### src/rtl/rx_frame_sampler.sv
// Oversampling UART receive front end: synchroniser, start qualification, data/parity/stop sampling.
// Optional RX_MAJORITY_VOTE_EN: 2-of-3 vote over the last three sample-clock cycles of each bit.
module rx_frame_sampler #(
   parameter int unsigned SAMPLE_RATIO = 16,
   parameter int unsigned DATA_BITS    = 8,
   parameter int unsigned PARITY_MODE  = 0,
   parameter int unsigned STOP_BITS    = 1
) (
   input  logic                 sample_clk,
   input  logic                 rst_n,
   input  logic                 din,
   output logic                 sample_sig,
   output logic [DATA_BITS-1:0] data_out,
   output logic                 data_valid,
   output logic                 parity_err,
   output logic                 frame_err,
   output logic                 busy
);
   localparam int unsigned      CNT_W         = $clog2(SAMPLE_RATIO);
   localparam int unsigned      HALF          = SAMPLE_RATIO / 2;
   localparam logic [CNT_W-1:0] CNT_LAST      = CNT_W'(SAMPLE_RATIO - 1);
   localparam logic [CNT_W-1:0] CNT_START_CHK = CNT_W'(HALF - 1);
   localparam logic [3:0]       DATA_LAST     = 4'(DATA_BITS - 1);
   localparam logic [3:0]       STOP_LAST     = 4'(STOP_BITS - 1);

   typedef enum logic [2:0] {
      S_IDLE,
      S_START,
      S_DATA,
      S_PARITY,
      S_STOP
   } state_e;

   state_e               state_q, state_d;
   logic [CNT_W-1:0]     count_q, count_d;
   logic [3:0]           bit_idx_q, bit_idx_d;
   logic [DATA_BITS-1:0] shift_q, shift_d;
   logic                 par_pend_q, par_pend_d;
   logic                 frm_pend_q, frm_pend_d;
   logic [DATA_BITS-1:0] data_out_q, data_out_d;
   logic                 data_valid_q, data_valid_d;
   logic                 parity_err_q, parity_err_d;
   logic                 frame_err_q, frame_err_d;
   logic                 busy_q;
   logic                 sync1_q, ds_q;
   logic                 bit_tick;
   logic                 bit_val;

   // Two-flop synchroniser; idles high so reset never looks like a start bit
   always_ff @(posedge sample_clk or negedge rst_n) begin
      if (!rst_n) begin
         sync1_q <= 1'b1;
         ds_q    <= 1'b1;
      end else begin
         sync1_q <= din;
         ds_q    <= sync1_q;
      end
   end

   assign bit_tick = (count_q == CNT_LAST);

`ifdef RX_MAJORITY_VOTE_EN
   localparam logic [CNT_W-1:0] CNT_VOTE0 = CNT_W'(SAMPLE_RATIO - 3);
   localparam logic [CNT_W-1:0] CNT_VOTE1 = CNT_W'(SAMPLE_RATIO - 2);
   logic vote0_q, vote1_q;

   always_ff @(posedge sample_clk or negedge rst_n) begin
      if (!rst_n) begin
         vote0_q <= 1'b1;
         vote1_q <= 1'b1;
      end else begin
         if (count_q == CNT_VOTE0) vote0_q <= ds_q;
         if (count_q == CNT_VOTE1) vote1_q <= ds_q;
      end
   end

   assign bit_val = (vote0_q & vote1_q) | (vote0_q & ds_q) | (vote1_q & ds_q);
`else
   assign bit_val = ds_q;
`endif

   always_ff @(posedge sample_clk or negedge rst_n) begin
      if (!rst_n) begin
         state_q      <= S_IDLE;
         count_q      <= '0;
         bit_idx_q    <= '0;
         shift_q      <= '0;
         par_pend_q   <= 1'b0;
         frm_pend_q   <= 1'b0;
         data_out_q   <= '0;
         data_valid_q <= 1'b0;
         parity_err_q <= 1'b0;
         frame_err_q  <= 1'b0;
         busy_q       <= 1'b0;
      end else begin
         state_q      <= state_d;
         count_q      <= count_d;
         bit_idx_q    <= bit_idx_d;
         shift_q      <= shift_d;
         par_pend_q   <= par_pend_d;
         frm_pend_q   <= frm_pend_d;
         data_out_q   <= data_out_d;
         data_valid_q <= data_valid_d;
         parity_err_q <= parity_err_d;
         frame_err_q  <= frame_err_d;
         busy_q       <= (state_d != S_IDLE);
      end
   end

   always_comb begin
      state_d      = state_q;
      count_d      = count_q;
      bit_idx_d    = bit_idx_q;
      shift_d      = shift_q;
      par_pend_d   = par_pend_q;
      frm_pend_d   = frm_pend_q;
      data_out_d   = data_out_q;
      data_valid_d = 1'b0;
      parity_err_d = parity_err_q;
      frame_err_d  = frame_err_q;

      if (state_q != S_IDLE) begin
         count_d = bit_tick ? '0 : count_q + CNT_W'(1);
      end

      case (state_q)
         S_IDLE: begin
            count_d = '0;
            if (!ds_q) state_d = S_START;
         end
         S_START: begin
            if (count_q == CNT_START_CHK) begin
               count_d = '0;
               if (ds_q) begin
                  state_d = S_IDLE;
               end else begin
                  state_d    = S_DATA;
                  bit_idx_d  = '0;
                  par_pend_d = 1'b0;
                  frm_pend_d = 1'b0;
               end
            end
         end
         S_DATA: begin
            // Right shift: after DATA_BITS samples the first (LSB) bit sits at index 0
            if (bit_tick) begin
               shift_d = {bit_val, shift_q[DATA_BITS-1:1]};
               if (bit_idx_q == DATA_LAST) begin
                  bit_idx_d = '0;
                  state_d   = (PARITY_MODE != 0) ? S_PARITY : S_STOP;
               end else begin
                  bit_idx_d = bit_idx_q + 4'd1;
               end
            end
         end
         S_PARITY: begin
            if (bit_tick) begin
               par_pend_d = (^shift_q) ^ bit_val ^ (PARITY_MODE == 2);
               state_d    = S_STOP;
            end
         end
         S_STOP: begin
            if (bit_tick) begin
               frm_pend_d = frm_pend_q | ~bit_val;
               if (bit_idx_q == STOP_LAST) begin
                  state_d      = S_IDLE;
                  bit_idx_d    = '0;
                  data_out_d   = shift_q;
                  parity_err_d = par_pend_q;
                  frame_err_d  = frm_pend_d;
                  data_valid_d = 1'b1;
               end else begin
                  bit_idx_d = bit_idx_q + 4'd1;
               end
            end
         end
         default: state_d = S_IDLE;
      endcase
   end

   assign sample_sig = (state_q == S_DATA) && bit_tick;
   assign data_out   = data_out_q;
   assign data_valid = data_valid_q;
   assign parity_err = parity_err_q;
   assign frame_err  = frame_err_q;
   assign busy       = busy_q;

endmodule

### config.mk
export PLATFORM = sky130hd
export DESIGN_NAME = rx_frame_sampler
export DESIGN_NICKNAME = d
export VERILOG_FILES = /design/src/rtl/rx_frame_sampler.sv
export SDC_FILE = /design/constraint.sdc
export NUM_CORES = 1
export LEC_CHECK = 0
export CAP_MARGIN = 15
export CORE_MARGIN = 2
export CORE_UTILIZATION = 40
export CTS_CLUSTER_SIZE = 25
export DETAILED_ROUTE_END_ITERATION = 6
export GPL_TIMING_DRIVEN = 1
export HOLD_SLACK_MARGIN = 0.15
export REMOVE_ABC_BUFFERS = 1
export SLEW_MARGIN = 40
export SYNTH_ARGS = -nofsm -noshare
export SYNTH_HDL_FRONTEND = slang
export SYNTH_SLANG_ARGS = --single-unit
### constraint.sdc
create_clock -name sample_clk -period 2 [get_ports sample_clk]
set_input_delay 0.4 -clock sample_clk [delete_from_list [all_inputs] [get_ports sample_clk]]
set_output_delay 0.4 -clock sample_clk [all_outputs]
set_load 0.02 [all_outputs]
== Word-level counts from Yosys, hierarchy flattened ==
Cells that the tools add are included.
W data, S select, Z words.

* Reduce and logical (&&, ||, !) cells: 14
* Bitwise operators: 3
* Multiply operators: 0
* Eq/ne operators: 12
* Div/mod/pow operators: 0
* Order comparisons: 0
* Shift operators: 0
* Muxes and demuxes: 29
* Add/sub/neg operators: 2

{| class="wikitable"
|+ Operators by type and width
! kind !! count
|-
| $mux W4 || 9
|-
| $mux W3 || 7
|-
| $pmux W3 S5 || 1
|-
| $pmux W4 S3 || 1
|-
| $ne A2 B2 Y1 const B || 5
|-
| $reduce_bool A3 Y1 || 3
|-
| $add A4 B1 Y4 const B || 2
|-
| $eq A4 B3 Y1 const B || 2
|-
| $pmux W4 S2 || 1
|-
| $reduce_and A4 Y1 || 2
|-
| $reduce_xor A8 Y1 || 1
|-
| $mux W1 || 7
|-
| $eq A3 B2 Y1 const B || 2
|-
| $reduce_and A5 Y1 || 1
|-
| $eq A4 B4 Y1 const B || 1
|-
| $logic_not A4 Y1 || 1
|-
| $pmux W1 S2 || 2
|-
| $reduce_bool A2 Y1 || 2
|-
| $eq A3 B1 Y1 const B || 1
|-
| $eq A3 B3 Y1 const B || 1
|-
| $logic_not A3 Y1 || 1
|-
| $reduce_and A3 Y1 || 1
|-
| $mux W2 || 1
|-
| $reduce_and A2 Y1 || 1
|-
| 4 further kinds || 4
|}

* Bits in read-only memories: 0
* Bits in latches: 0
* Logic and storage cells: 73
* Bits of input ports: 3
* Bits in registers: 35
* Memories: 0
* Output and inout port bits: 13
* RAM bits: 0

== Depth between registers and ports, before layout ==
* Depth in word-level cells: 5
* Depth in mapped cells: 7
* Gate-level depth less buffers: 6

== Least setup slack after synthesis ==
OpenSTA, ideal clock, no wires.

* Path kind: reg-to-reg
* Start: reg count_q[0]
* End: reg shift_q[0]
* Clock period less this slack: 1.716 ns
* Arrival: 1.591 ns
* Data required time: 1.875 ns
* Slack: 0.284 ns
* Buffers on the path: 0
* Cell stages (with the launch flop): 6
* Library setup time: 0.125 ns
* Cell sequence: dfrtp_1 -> ha_1 -> and2_4 -> nand2_4 -> nor3_4 -> mux2_2

* Longest elaborated chain between the ends: 2

{| class="wikitable"
|+ Ends and longest elaborated chain
! what !! line !! text
|-
| from (decl) || 35 || <nowiki>logic [CNT_W-1:0] count_q, count_d;</nowiki>
|-
| from (signal assigned) || 97 || <nowiki>count_q <= count_d;</nowiki>
|-
| $eq A4 B4 Y1 || 60 || <nowiki>assign bit_tick = (count_q == CNT_LAST);</nowiki>
|-
| $reduce_and A2 Y1 (no line) || -- ||
|-
| to (signal assigned) || 99 || <nowiki>shift_q <= shift_d;</nowiki>
|-
| to (decl) || 37 || <nowiki>logic [DATA_BITS-1:0] shift_q, shift_d;</nowiki>
|}

Every way passes these cells.
A chain may end at the register's enable or synchronous reset.

== Worst setup path after layout ==
* Start: reg count_q[0]
* End: out sample_sig

* Longest elaborated chain between the ends: 2

{| class="wikitable"
|+ Ends and longest elaborated chain
! what !! line !! text
|-
| $eq A4 B4 Y1 || 60 ||
|-
| $logic_and A1 B1 Y1 || 181 || <nowiki>assign sample_sig = (state_q == S_DATA) && bit_tick;</nowiki>
|-
| to (decl) || 12 || <nowiki>output logic sample_sig,</nowiki>
|}

Every way passes these cells.

==> Flow_metrics.wiki <==
{| class="wikitable"
! Metric !! Value
|-
| Die footprint || 4800 um^2
|-
| Cell row count || 23
|-
| Insertion delay of the later-clocked pin in the worst-skew pair || 0.28 ns
|-
| Sequential cell area || 878 um^2
|-
| DRT antenna net count || 0
|-
| Number of enable-type register cells in the synthesized netlist || 0
|-
| Worst setup slack after placement || 0.0341 ns
|-
| Data arrival, critical path || 1.42 ns
|-
| Sum of overflow across all layers after global routing || 0
|-
| Slew headroom || 0.712
|-
| Post-layout total power || roughly 2.1 mW
|-
| Total number of nets in the final design || 178
|-
| Critical path buffer and inverter count || 1
|-
| Fin worst setup slack || 0.182 ns
|-
| Clock tree from TritonCTS || done
|-
| Unrepaired setup endpoints after global routing || no
|-
| Die Width || 69.3 um
|-
| Maximum level of the CTS H-tree || 2
|-
| Final Critical Period || 1.82 ns
|-
| Number of global-route vias before repair || roughly 1200
|-
| Slew at the pin closest to its max-slew limit || 0.432 ns
|-
| Total power divided by cell area || 1040 nW/um^2
|-
| Setup slack on the worst flop-to-flop path || 0.24 ns
|-
| Worst setup path class || reg -> out
|-
| Vertical extent of the die || 69.3 um
|-
| Total vias in the final route || between 1000 and 1500
|-
| Layout fillers || 345
|-
| Worst-path clk slew || 0.06 ns
|-
| Maximum number of pins on one net before global-route repair || 36
|-
| Detailed Place HPWL || 2.31 mm
|-
| Synth unique cells || 39
|-
| Number of warnings printed during yosys synthesis || 0
|-
| Number of antenna diodes || 0
|-
| Peak ir drop on the vdd network || 613 uV
|-
| DR vias/cell || 5.38
|-
| Largest cells by area after synthesis || sky130_fd_sc_hd__dfrtp_1 (48%), sky130_fd_sc_hd__mux2_2 (11%), sky130_fd_sc_hd__o21ai_0 (3.2%), sky130_fd_sc_hd__dfstp_2 (3.1%), sky130_fd_sc_hd__ha_1 (2.2%)
|-
| Wire per inst || 14.3 um
|-
| Count of boundary I/O pins || 16
|-
| Setup clock skew after layout || 0.00588 ns
|-
| Wire length of the first global-routing pass || 5.78 mm
|-
| Achievable Freq || 550 MHz
|-
| Area used by multi-input combinational logic || between 700 and 800 um^2
|-
| Area fraction of the dominant cell type after synthesis || 0.484
|-
| Final critical-path share of the clock period || 0.909
|-
| Fraction of synthesis flops using an asynchronous set or reset pin || 1.00
|-
| Area of the mapped netlist || 1710 um^2
|-
| Run status || finished clean
|-
| Static Leak || 0.960 nW
|-
| Total of max-cap violations || 0
|-
| Initial antenna violation count || 0
|-
| Share of synthesized area occupied by flip-flops and latches || 0.515
|-
| Fin Setup TNS || 0 ns
|-
| Dominant cell type by area after synthesis || sky130_fd_sc_hd__dfrtp_1
|-
| Crit path max-delay family || simple AND/OR/NAND/NOR gates
|-
| Area growth from synthesis to layout || 21.3%
|-
| Post-CTS setup buffer count || 0
|-
| Top fanout value on the critical path || 2
|-
| Overall routed net length || 3.18 mm
|-
| Count of pins over their slew limit || 0
|-
| Core ar. || 4060 um^2
|-
| Critical Path Start Type || register
|-
| Number of buffers inserted by hold repair at cts || 0
|-
| TritonCTS buffer count || 5
|-
| Final setup fails || 0
|-
| Post-synthesis register bit count || 35
|-
| Endpoint required time on the critical path || 1.60 ns
|-
| DR DRC count || 0
|-
| Count of mapped cells out of synthesis || 145
|-
| Main flop type after synthesis || sky130_fd_sc_hd__dfrtp_1
|-
| Tot GR Track Use || 0.149
|-
| Share of cells above drive strength 1 || 0.283
|-
| Worst Hold Class || reg -> reg
|-
| Iter 0 DRT Violations || 42
|-
| Initial core utilization || 0.420
|-
| Crit path capture type || output port
|-
| Mean cell area of the mapped netlist || 11.8 um^2
|-
| Worst stage delay on the critical path || 0.35 ns
|-
| Critical-path cell list || ha_1, and2_4, nand2_4, nor3_4, clkbuf_2
|-
| Final weighted congestion of routability-driven global placement || 0.866
|-
| Number of input and output port buffers inserted || 15
|-
| TritonCTS sink count || 35
|-
| Slowest cell on the critical path || sky130_fd_sc_hd__dfrtp_1
|-
| Pre-antenna DRT Iters || 4
|-
| Total count of hold-check failures in the final report || 0
|-
| Max Buffers Root-to-Sink || 2
|-
| Clock Tree Root || sky130_fd_sc_hd__clkbuf_8
|}
-- cell usage after synthesis (3+ instances only) --
| master | count |
|---|---|
| sky130_fd_sc_hd__a21oi_1 | 5 |
| sky130_fd_sc_hd__buf_2 | 3 |
| sky130_fd_sc_hd__dfrtp_1 | 33 |
| sky130_fd_sc_hd__ha_1 | 3 |
| sky130_fd_sc_hd__inv_1 | 9 |
| sky130_fd_sc_hd__mux2_2 | 17 |
| sky130_fd_sc_hd__nand2_1 | 7 |
| sky130_fd_sc_hd__nand3_1 | 3 |
| sky130_fd_sc_hd__nor2_1 | 8 |
| sky130_fd_sc_hd__o21ai_0 | 11 |
| sky130_fd_sc_hd__o22ai_1 | 4 |
| sky130_fd_sc_hd__xnor2_1 | 4 |
| sky130_fd_sc_hd__xor2_1 | 3 |
-- power breakdown --
| group | total (mW) | switching, mW | internal, mW | leakage, nW |
|---|---|---|---|---|
| clock | 0.651 | 0.248 | 0.403 | 0.0612 |
| combinational | 0.624 | 0.355 | 0.269 | 0.434 |
| sequential | 0.866 | 0.0704 | 0.796 | 0.464 |
| total | 2.14 | 0.674 | 1.47 | 0.960 |
-- worst paths after layout --
check                                     to  depth (start not counted)       start
worst max register to register   data_out[4]                          6  count_q[0]
worst max-delay path              sample_sig                          5  count_q[0]
min in group asynchronous       bit_idx_q[3]                          2       rst_n
worst min-delay path                 bit_val                          0     sync1_q
worst min register to register       bit_val                          0     sync1_q
max in group asynchronous            sync1_q                          2       rst_n
-- area by class of cell --
class / instances / area share
timing repair buffer: 26 / 0.110
clock inverter: 2 / 0.0169
clock buffer: 6 / 0.0399
inverter: 9 / 0.0163
multi-input combinational: 95 / 0.362
sequential: 35 / 0.425
tap: 50 / 0.0302
-- repair_timing --
item / 4_1_cts / 5_1_grt
endpoints found under the setup margin: 1 / 1
pin swaps: 0 / 0
resized for setup: 2 / 1
-- routing by layer --
layer  part of all wire  wire length [um]  vias to the layer above  global-route usage
met5                  0                 0                        -                   0
met4              0.011                34                        0              0.0479
met3              0.042               132                        5              0.0436
met2               0.49              1560                       23               0.239
met1               0.46              1450                      601               0.193
li1                   -                 -                      571                   -
-- worst register-to-register path: cells and delay by family (launching register included) --
family	cells	cell delay, ns
fa+ha+maj	1	0.22
buf+inv	2	0.32
flops	1	0.38
mux	1	0.34
simple gates	2	0.38
-- layout by cell type, fill, tap and decap left out, drive strengths merged, types with 2 or more instances in the layout --
cell type,Yosys,layout
and3b,2,2
nor2,8,8
nor3,3,3
xor2,3,3
o21ai,11,11
a211oi,2,2
clkbuf,0,7
buf,6,11
dfrtp,33,33
nand2b,3,3
a21oi,5,5
ha,3,3
nand3,3,3
nand4,2,2
o22ai,4,4
dfstp,2,2
xnor2,4,4
inv,9,9
clkdlybuf4s50,0,14
and4bb,2,2
o41ai,2,2
a311oi,2,2
mux2,17,17
nand2,8,8
-- state kept, by name (all words and copies together) (netlist names), 3 cells and up --
signal     cells
count_q        4
bit_idx_q      4
shift_q        8
data_out       8
state_q        3
-- cell families (layout without fill, tap and decap cells) --
family | Yosys count | count (layout) | share of synthesized area
muxes | 17 | 17 | 0.112
DFF | 35 | 35 | 0.515
buffers and inverters | 15 | 43 | 0.0462
and+or+nand+nor | 36 | 36 | 0.138
xor gates and xnor gates | 8 | 8 | 0.0492
adders and majority gates | 3 | 3 | 0.0220
AOI/OAI and AO/OA | 31 | 31 | 0.117
-- through the flow --
stage / cell area (um^2) / utilization / hold WS (ns) / cells
after CTS: 2070 / 0.511 / 0.359 / 223
after floorplan: 1660 / - / 0.104 / 139
after global placement: 1960 / 0.482 / 0.348 / 215
final: 2070 / 0.510 / 0.357 / 223
after detailed placement: 1960 / 0.482 / 0.349 / 215
after global routing: 2070 / 0.510 / 0.362 / 223
(Power assumes the default switching activity.)
